`src/rtl/moving_avg.sv`:
```
// moving_avg: streaming moving-average filter over a 2^N-sample window.
// Each accepted sample is pre-scaled by 2^-N, pushed into an external FWFT
// delay fifo and added to a running accumulator. Once the window is full the
// oldest scaled sample is popped in the same cycle and subtracted again.
module moving_avg #(
  parameter int DATA_WIDTH = 24,
  parameter int N          = 3
) (
  input  logic                  clk,
  input  logic                  reset,
  input  logic                  clear,
  input  logic                  in_valid,
  output logic                  in_ready,
  input  logic [DATA_WIDTH-1:0] in_data,
  output logic                  out_valid,
  output logic [DATA_WIDTH-1:0] out_data,
  output logic                  fifo_wr,
  output logic                  fifo_rd,
  output logic [DATA_WIDTH-1:0] fifo_w_data,
  input  logic [DATA_WIDTH-1:0] fifo_r_data,
  input  logic                  fifo_empty,
  input  logic                  fifo_full
);

  localparam logic [1:0] ST_FILL  = 2'd0;
  localparam logic [1:0] ST_RUN   = 2'd1;
  localparam logic [1:0] ST_DRAIN = 2'd2;

  // count runs 0 .. 2^N, so it needs one bit more than N
  localparam int            CW       = N + 1;
  localparam logic [CW-1:0] WIN_LAST = CW'((1 << N) - 1);
  localparam logic [CW-1:0] CNT_ONE  = CW'(1);
  localparam logic [CW-1:0] CNT_ZERO = CW'(0);

  logic [1:0]                   state_q, state_d;
  logic [CW-1:0]                count_q, count_d;
  logic signed [DATA_WIDTH-1:0] acc_q, acc_d;
  logic                         out_valid_q, out_valid_d;

  logic                         accept_s;
  logic signed [DATA_WIDTH-1:0] scaled_s;
  logic signed [DATA_WIDTH-1:0] head_s;

  // Arithmetic shift rounds toward -inf, so the window sum cannot overflow.
  assign scaled_s    = $signed(in_data) >>> N;
  assign head_s      = $signed(fifo_r_data);
  assign fifo_w_data = scaled_s;
  assign out_data    = acc_q;
  assign out_valid   = out_valid_q;

  // Handshake and delay-fifo strobes; all forced quiet while reset is high.
  always_comb begin
    in_ready = 1'b0;
    accept_s = 1'b0;
    fifo_wr  = 1'b0;
    fifo_rd  = 1'b0;
    if (!reset && !clear && (state_q != ST_DRAIN)) begin
      in_ready = 1'b1;
    end else begin
      in_ready = 1'b0;
    end
    accept_s = in_valid & in_ready;
    fifo_wr  = accept_s;
    case (state_q)
      ST_RUN:   fifo_rd = accept_s;
      ST_DRAIN: fifo_rd = !reset && !fifo_empty;
      default:  fifo_rd = 1'b0;
    endcase
  end

  // Next-state, accumulator and window-count update.
  always_comb begin
    state_d     = state_q;
    count_d     = count_q;
    acc_d       = acc_q;
    out_valid_d = accept_s | clear;
    if (clear) begin
      state_d = ST_DRAIN;
      acc_d   = '0;
      count_d = CNT_ZERO;
    end else begin
      case (state_q)
        ST_FILL: begin
          if (accept_s) begin
            acc_d   = acc_q + scaled_s;
            count_d = count_q + CNT_ONE;
            if (count_q == WIN_LAST) begin
              state_d = ST_RUN;
            end else begin
              state_d = ST_FILL;
            end
          end else begin
            state_d = ST_FILL;
          end
        end
        ST_RUN: begin
          // head is the pre-pop (oldest) scaled sample
          if (accept_s) begin
            acc_d = acc_q + scaled_s - head_s;
          end else begin
            acc_d = acc_q;
          end
        end
        ST_DRAIN: begin
          acc_d   = '0;
          count_d = CNT_ZERO;
          if (fifo_empty) begin
            state_d = ST_FILL;
          end else begin
            state_d = ST_DRAIN;
          end
        end
        default: begin
          state_d = ST_FILL;
          acc_d   = '0;
          count_d = CNT_ZERO;
        end
      endcase
    end
  end

  // State registers with asynchronous active-high reset.
  always_ff @(posedge clk or posedge reset) begin
    if (reset) begin
      state_q     <= ST_FILL;
      count_q     <= CNT_ZERO;
      acc_q       <= '0;
      out_valid_q <= 1'b0;
    end else begin
      state_q     <= state_d;
      count_q     <= count_d;
      acc_q       <= acc_d;
      out_valid_q <= out_valid_d;
    end
  end

  moving_avg_chk u_chk (
    .clk_i       (clk),
    .reset_i     (reset),
    .state_i     (state_q),
    .fifo_full_i (fifo_full)
  );

endmodule

// moving_avg_chk: consistency between filter state and delay-fifo fill level.
module moving_avg_chk (
  input logic       clk_i,
  input logic       reset_i,
  input logic [1:0] state_i,
  input logic       fifo_full_i
);

  localparam logic [1:0] ST_FILL = 2'd0;
  localparam logic [1:0] ST_RUN  = 2'd1;

  a_run_full : assert property (@(posedge clk_i) disable iff (reset_i)
    (state_i == ST_RUN) |-> fifo_full_i);

  a_fill_not_full : assert property (@(posedge clk_i) disable iff (reset_i)
    (state_i == ST_FILL) |-> !fifo_full_i);

endmodule

```
`config.mk`:
```
export PLATFORM = sky130hd
export DESIGN_NAME = moving_avg
export DESIGN_NICKNAME = d
export VERILOG_FILES = /design/src/rtl/moving_avg.sv
export SDC_FILE = /design/constraint.sdc
export NUM_CORES = 1
export LEC_CHECK = 0
export ABC_CLOCK_PERIOD_IN_PS = 3810
export CAP_MARGIN = 20
export CORE_MARGIN = 2
export CORE_UTILIZATION = 46
export CTS_CLUSTER_SIZE = 12
export DETAILED_ROUTE_END_ITERATION = 7
export GPL_TIMING_DRIVEN = 0
export PLACE_DENSITY = 0.87
export SETUP_SLACK_MARGIN = 0.5
export SLEW_MARGIN = 20
export SYNTH_ARGS = -nofsm -noshare
export SYNTH_HDL_FRONTEND = slang
export SYNTH_SLANG_ARGS = --single-unit
```
`constraint.sdc`:
```
create_clock -name clk -period 3.81 [get_ports clk]
set_input_delay 0.9525 -clock clk [delete_from_list [all_inputs] [get_ports clk]]
set_output_delay 0.9525 -clock clk [all_outputs]
set_load 0.05 [all_outputs]
```
After elaboration in Yosys (flattened, before gate mapping)
Index checks and enable logic that the tools add are counted.
{"block": "totals", "reg_bits": 31, "input_bits": 54, "out_inout_bits": 52, "wordCells": 39}
{"block": "classes", "n_addsub": 3, "n_eq_ne": 7, "mux": 14, "bitwise_logic": 2, "n_reduce_logical": 9}
{"operator": "2-to-1 mux 24 bit", "count": 3}
{"operator": "case mux 24 bit (2 select lines)", "count": 1}
{"operator": "adder 24 x 21 -> 24 bit", "count": 1}
{"operator": "subtractor 24 bit", "count": 1}
{"operator": "2-to-1 mux 4 bit", "count": 2}
{"operator": "case mux 4 bit (2 select lines)", "count": 1}
{"operator": "2-to-1 mux 2 bit", "count": 3}
{"operator": "!= test 3 bit, second input constant", "count": 2}
{"operator": "case mux 2 bit (3 select lines)", "count": 1}
{"operator": "adder 4 x 1 -> 4 bit, second input constant", "count": 1}
{"operator": "equality test 4 x 3 -> 1 bit, second input constant", "count": 1}
{"operator": "!= test 2 bit, second input constant", "count": 2}
{"operator": "AND reduction 2 bit", "count": 2}
{"operator": "logical AND 1 bit", "count": 3}
{"operator": "zero test 1 bit", "count": 3}
{"operator": "equality test 2 x 1 -> 1 bit, second input constant", "count": 1}
{"operator": "equality test 2 bit, second input constant", "count": 1}
{"operator": "zero test 2 bit", "count": 1}
{"operator": "2-to-1 mux 1 bit", "count": 2}
{"operator": "case mux 1 bit (2 select lines)", "count": 1}
{"operator": "AND 1 bit", "count": 1}
{"operator": "bitwise OR 1 bit", "count": 1}

Longest topological paths before layout
{"block": "logic_depth", "word_depth": 8, "mapped_depth": 18, "mapped_depth_nobuf": 18}

Worst setup path after synthesis
OpenSTA, ideal clock, no wires.
{"block": "synth_timing", "path_kind": "input to register", "start": "input in_data[3]", "end": "register acc_q[22], in the netlist out_data[22]", "setup_ps": 126, "arrival_time_ps": 4359, "required_time_ps": 3684, "slack_ps": -675, "path_stages": 18, "path_buffers": 1, "cell_sequence": "ha_1 -> inv_1 -> fa_1 -> nor2b_4 -> o31a_1 -> o311a_4 -> o21a_1 -> nor2_1 -> xnor2_1 -> ha_1 -> clkbuf_1 -> and3_1 -> a32oi_1 -> o21ai_1 -> a221o_1 -> a31oi_1 -> mux2i_1 -> a221o_1"}
{"block": "synth_between", "elab_chain_cells": 5, "word_cells_on_any_way": 6, "classes_between": "add/sub: 2; mux: 4"}
{"item": "from (decl)", "line": "14", "rtl": "input logic [DATA_WIDTH-1:0] in_data,"}
{"item": "adder 24 x 21 -> 24 bit (*)", "line": "85, 99"}
{"item": "subtractor 24 bit", "line": "99", "rtl": "acc_d = acc_q + scaled_s - head_s;"}
{"item": "2-to-1 mux 24 bit", "line": "98", "rtl": "if (accept_s) begin"}
{"item": "case mux 24 bit (2 select lines) (*)", "line": "82", "rtl": "case (state_q)"}
{"item": "2-to-1 mux 24 bit (*)", "line": "77", "rtl": "if (clear) begin"}
{"item": "to (signal assigned)", "line": "127", "rtl": "acc_q <= '0;"}
{"item": "to (signal assigned)", "line": "132", "rtl": "acc_q <= acc_d;"}
{"item": "to (decl)", "line": "37", "rtl": "logic signed [DATA_WIDTH-1:0] acc_q, acc_d;"}
Mark *: on every way between the ends. The rest lies on a longest branch, timed or not. The select of a mux whose other input is x is not followed.
A chain may end at the register's enable or synchronous reset.

Final worst setup path
{"block": "layout_timing", "start": "input in_data[11]", "end": "register acc_q[20], in the netlist out_data[20]"}
The elaborated chain is that of the path after synthesis.

==> summary.md <==
| Metric | Value |
|---|---|
| Status | finished, violations left |
| Failing checks | DRC, setup timing |
| Drt wl/cell | 24.52 um |
| Netlist cell types | 52 |
| Gr ovfl total | 0 |
| Post-route ant nets | 0 |
| Via count | 5327 |
| Critical Path RT | 3.90 ns |
| Final min period | 5.077 ns |
| Die ar. | 9620 sq um |
| Max Slew Vio Count | 0 |
| Fin nets | 775 |
| Area added between synthesis and finish | 58.24% |
| # diodes | 0 |
| DIE HEIGHT | 98.08 um |
| Iter 0 DRT Violations | 837 |
| Sequential share of the synthesized area | 19.05% |
| Starting Density | 47.15% |
| Worst slew pin tran | 0.8198 ns |
| Syn_nets | 620 |
| IO Pins | 106 |
| Max cap viols | 0 |
| Cells along the critical path | clkdlybuf4s50_1 -> ha_1 -> o211ai_1 -> buf_4 -> a2111oi_4 -> nor3_2 -> xnor2_2 -> ha_1 -> and3_4 -> buf_4 -> nand2_1 -> o21ai_2 -> a221o_1 -> a31oi_1 -> xor2_1 -> o21ai_1 |
| Final Routed Wirelength | 19080 um |
| Core ar. | 8636 sq um |
| First-pass GRT wire length | 23940 um |
| DPL Wire Length | 9515 um |
| Highest cell delay on the worst timing path | 0.45 ns |
| CTS max path bufs | 2 |
| Die X | 98.08 um |
| Worst skew pair latency | 0.30 ns |
| Worst slew margin | 45.35% |
| Synthesized cell area | 4071 sq um |
| Clk root buf | clkbuf_8 |
| Avg Synthesized Cell Area | 7.921 sq um |
| Total GRT Usage | 30.29% |
| Setup violators final | 17 |
| Final Wtd Congestion | 0.9576 |
| WS Path Type | in -> reg |
| Hold Buf Count CTS | 0 |
| DP Area | 5336 sq um |
| Maximum VDD drop | 0.1615 mV |
| Synth cell count leaders | ha_1, nand2_1, inv_1 |
| Share of cells above drive strength 1 | 29.40% |
| Core Util, Final | 74.60% |
| Clk sink count | 31 |
| Initial antenna violation count | 0 |
| HP Class | reg -> reg |
| Ys Warns | 0 |
| Final Power | 2.261 mW |
| Yosys top cell by area | dfrtp_1 |
| Synthesis-stage register bit count | 31 |
| Final worst slack | -1.267 ns |
| Place WS | -1.459 ns |
| DR pass1 iterations | 8 |
| PD cells | 350.9 nW/um^2 |
| Asr flop ratio synth | 100.0% |
| Via density | 6.847 |
| CP max FO | 4 |
| Num rows | 34 |
| Cell count after synthesis | 514 |
| Max Clk Rate | 197.0 MHz |
| Input/output buffers | 101 |
| Most common cell in the synthesized netlist | ha_1 |
| Max H-tree Level | 2 |
| CP arrival | 5.17 ns |
| Crit start category | input port |
| Placed Cells | 723 |
| Post-synth top flop | dfrtp_1 |
| TritonCTS clock tree | built |
| Clk pin slew, worst setup/hold paths | 0.08 ns |
| Clock buffer count from CTS | 5 |
| Leakage | 2.898 nW |
| Worst Setup End Kind | register |
| Hold Vio Cnt, Final | 0 |
| Fin cells | 778 |
| CP max stage cell | clkdlybuf4s50_1 |
| Fin crit share | 133.3% |
| Vias in the first global route | 4972 |
| Number of synthesized flops with an enable pin | 0 |
| Pin count of the biggest net entering global routing | 32 |
| DRC errors left | 48 |
| Top cells by area, synth | dfrtp_1, ha_1, xnor2_1, buf_4, a21oi_1 |
| Post-synth top area share | 19.05% |
| RSZ-0062 raised after global routing | yes |
| Clock skew | 0.01179 ns |
| Post-route design area | 6442 sq um |
## worst paths after layout
path	start	endpoint	slack (ns)	cells past startpoint
setup / recovery	in_data[11]	out_data[20]	-1.27	16
hold / removal	state_q[1]	state_q[1]	0.55	1
setup reg to reg	out_data[0]	out_data[20]	-0.87	18
hold reg to reg	state_q[1]	state_q[1]	0.55	1
max in group asynchronous	reset	out_data[4]	2.31	2
min in group asynchronous	reset	out_valid	1.02	2
## critical path, delay by kind of cell
kind	cells	cell delay [ns]
xor gates and xnor gates	2	0.75
and+or+nand+nor	3	0.45
adders and majority gates	2	0.76
buffers and inverters	3	0.79
AOI/OAI and AO/OA	6	1.46
## power by group
| part | internal [mW] | total (mW) | switching [mW] | leakage (nW) |
|---|---|---|---|---|
| registers | 0.347 | 0.370 | 0.0233 | 0.419 |
| clock network | 0.166 | 0.319 | 0.154 | 0.0515 |
| logic | 0.660 | 1.57 | 0.911 | 2.43 |
| total | 1.17 | 2.26 | 1.09 | 2.90 |
## state kept, by name, indices dropped and copies added, names as in the netlist
signal / flops
count_q: 4
out_valid: 1
out_data: 24
state_q: 2
## cell type report
type                            count  area [sq um]
Multi-Input combinational cell    406          3640
Fill cell                         518          2193
Timing Repair Buffer              148          1381
Sequential cell                    31         775.7
Buffer                             40         271.5
Inverter                           37         138.9
Tap cell                          108         135.1
Clock buffer                        8         100.1
## metrics by stage
stage                     hold WS (ns)  TNS [ns]
after global routing            0.5510    -12.63
after global placement          0.5034    -15.63
after detailed placement        0.5013    -16.97
final                           0.5468    -11.56
after floorplan                 0.4857    -2.651
after CTS                       0.5250    -3.699
## routing by layer
layer	GRT usage, %	wire length [um]	vias up
li1	-	-	2148
met1	34.10	6369	2439
met2	52.63	8645	555
met3	6.729	2499	185
met4	17.31	1564	0
met5	0	0	-
## timing repair
| action | in CTS | in global routing |
|---|---|---|
| setup endpoints to repair | 33 | 26 |
| pin swaps | 61 | 31 |
| buffers inserted | 36 | 11 |
| gates resized for setup | 118 | 49 |
## cell usage in the layout, fill, tap and decap left out, drive strengths merged, types with 5 or more instances in the layout
| master | synthesis | layout |
|---|---|---|
| and2 | 7 | 7 |
| dfrtp | 31 | 31 |
| ha | 50 | 50 |
| o21a | 12 | 12 |
| o21ai | 42 | 42 |
| xor2 | 12 | 12 |
| nor3 | 9 | 9 |
| o21bai | 6 | 6 |
| a21o | 16 | 16 |
| clkbuf | 15 | 24 |
| nand3 | 10 | 10 |
| a31oi | 6 | 6 |
| nor2b | 8 | 8 |
| dlygate4sd2 | 0 | 17 |
| nand2b | 11 | 11 |
| o31ai | 5 | 5 |
| nand2 | 41 | 41 |
| a22oi | 14 | 14 |
| nor2 | 35 | 35 |
| clkdlybuf4s50 | 0 | 73 |
| inv | 37 | 37 |
| buf | 25 | 75 |
| a21oi | 35 | 35 |
| xnor2 | 23 | 23 |
| a221o | 7 | 7 |
## logic make-up (layout without fill, tap and decap cells)
kind of cell	after synthesis	count (layout)	synth area share, %
DFF	31	31	19.05
buffers and inverters	77	233	9.311
and+or+nand+nor	141	141	17.30
AOI/OAI and AO/OA	172	172	28.92
adders and majority gates	52	52	16.35
xor gates and xnor gates	35	35	7.529
muxes	6	6	1.537
Power figures use the tool's default switching activity.
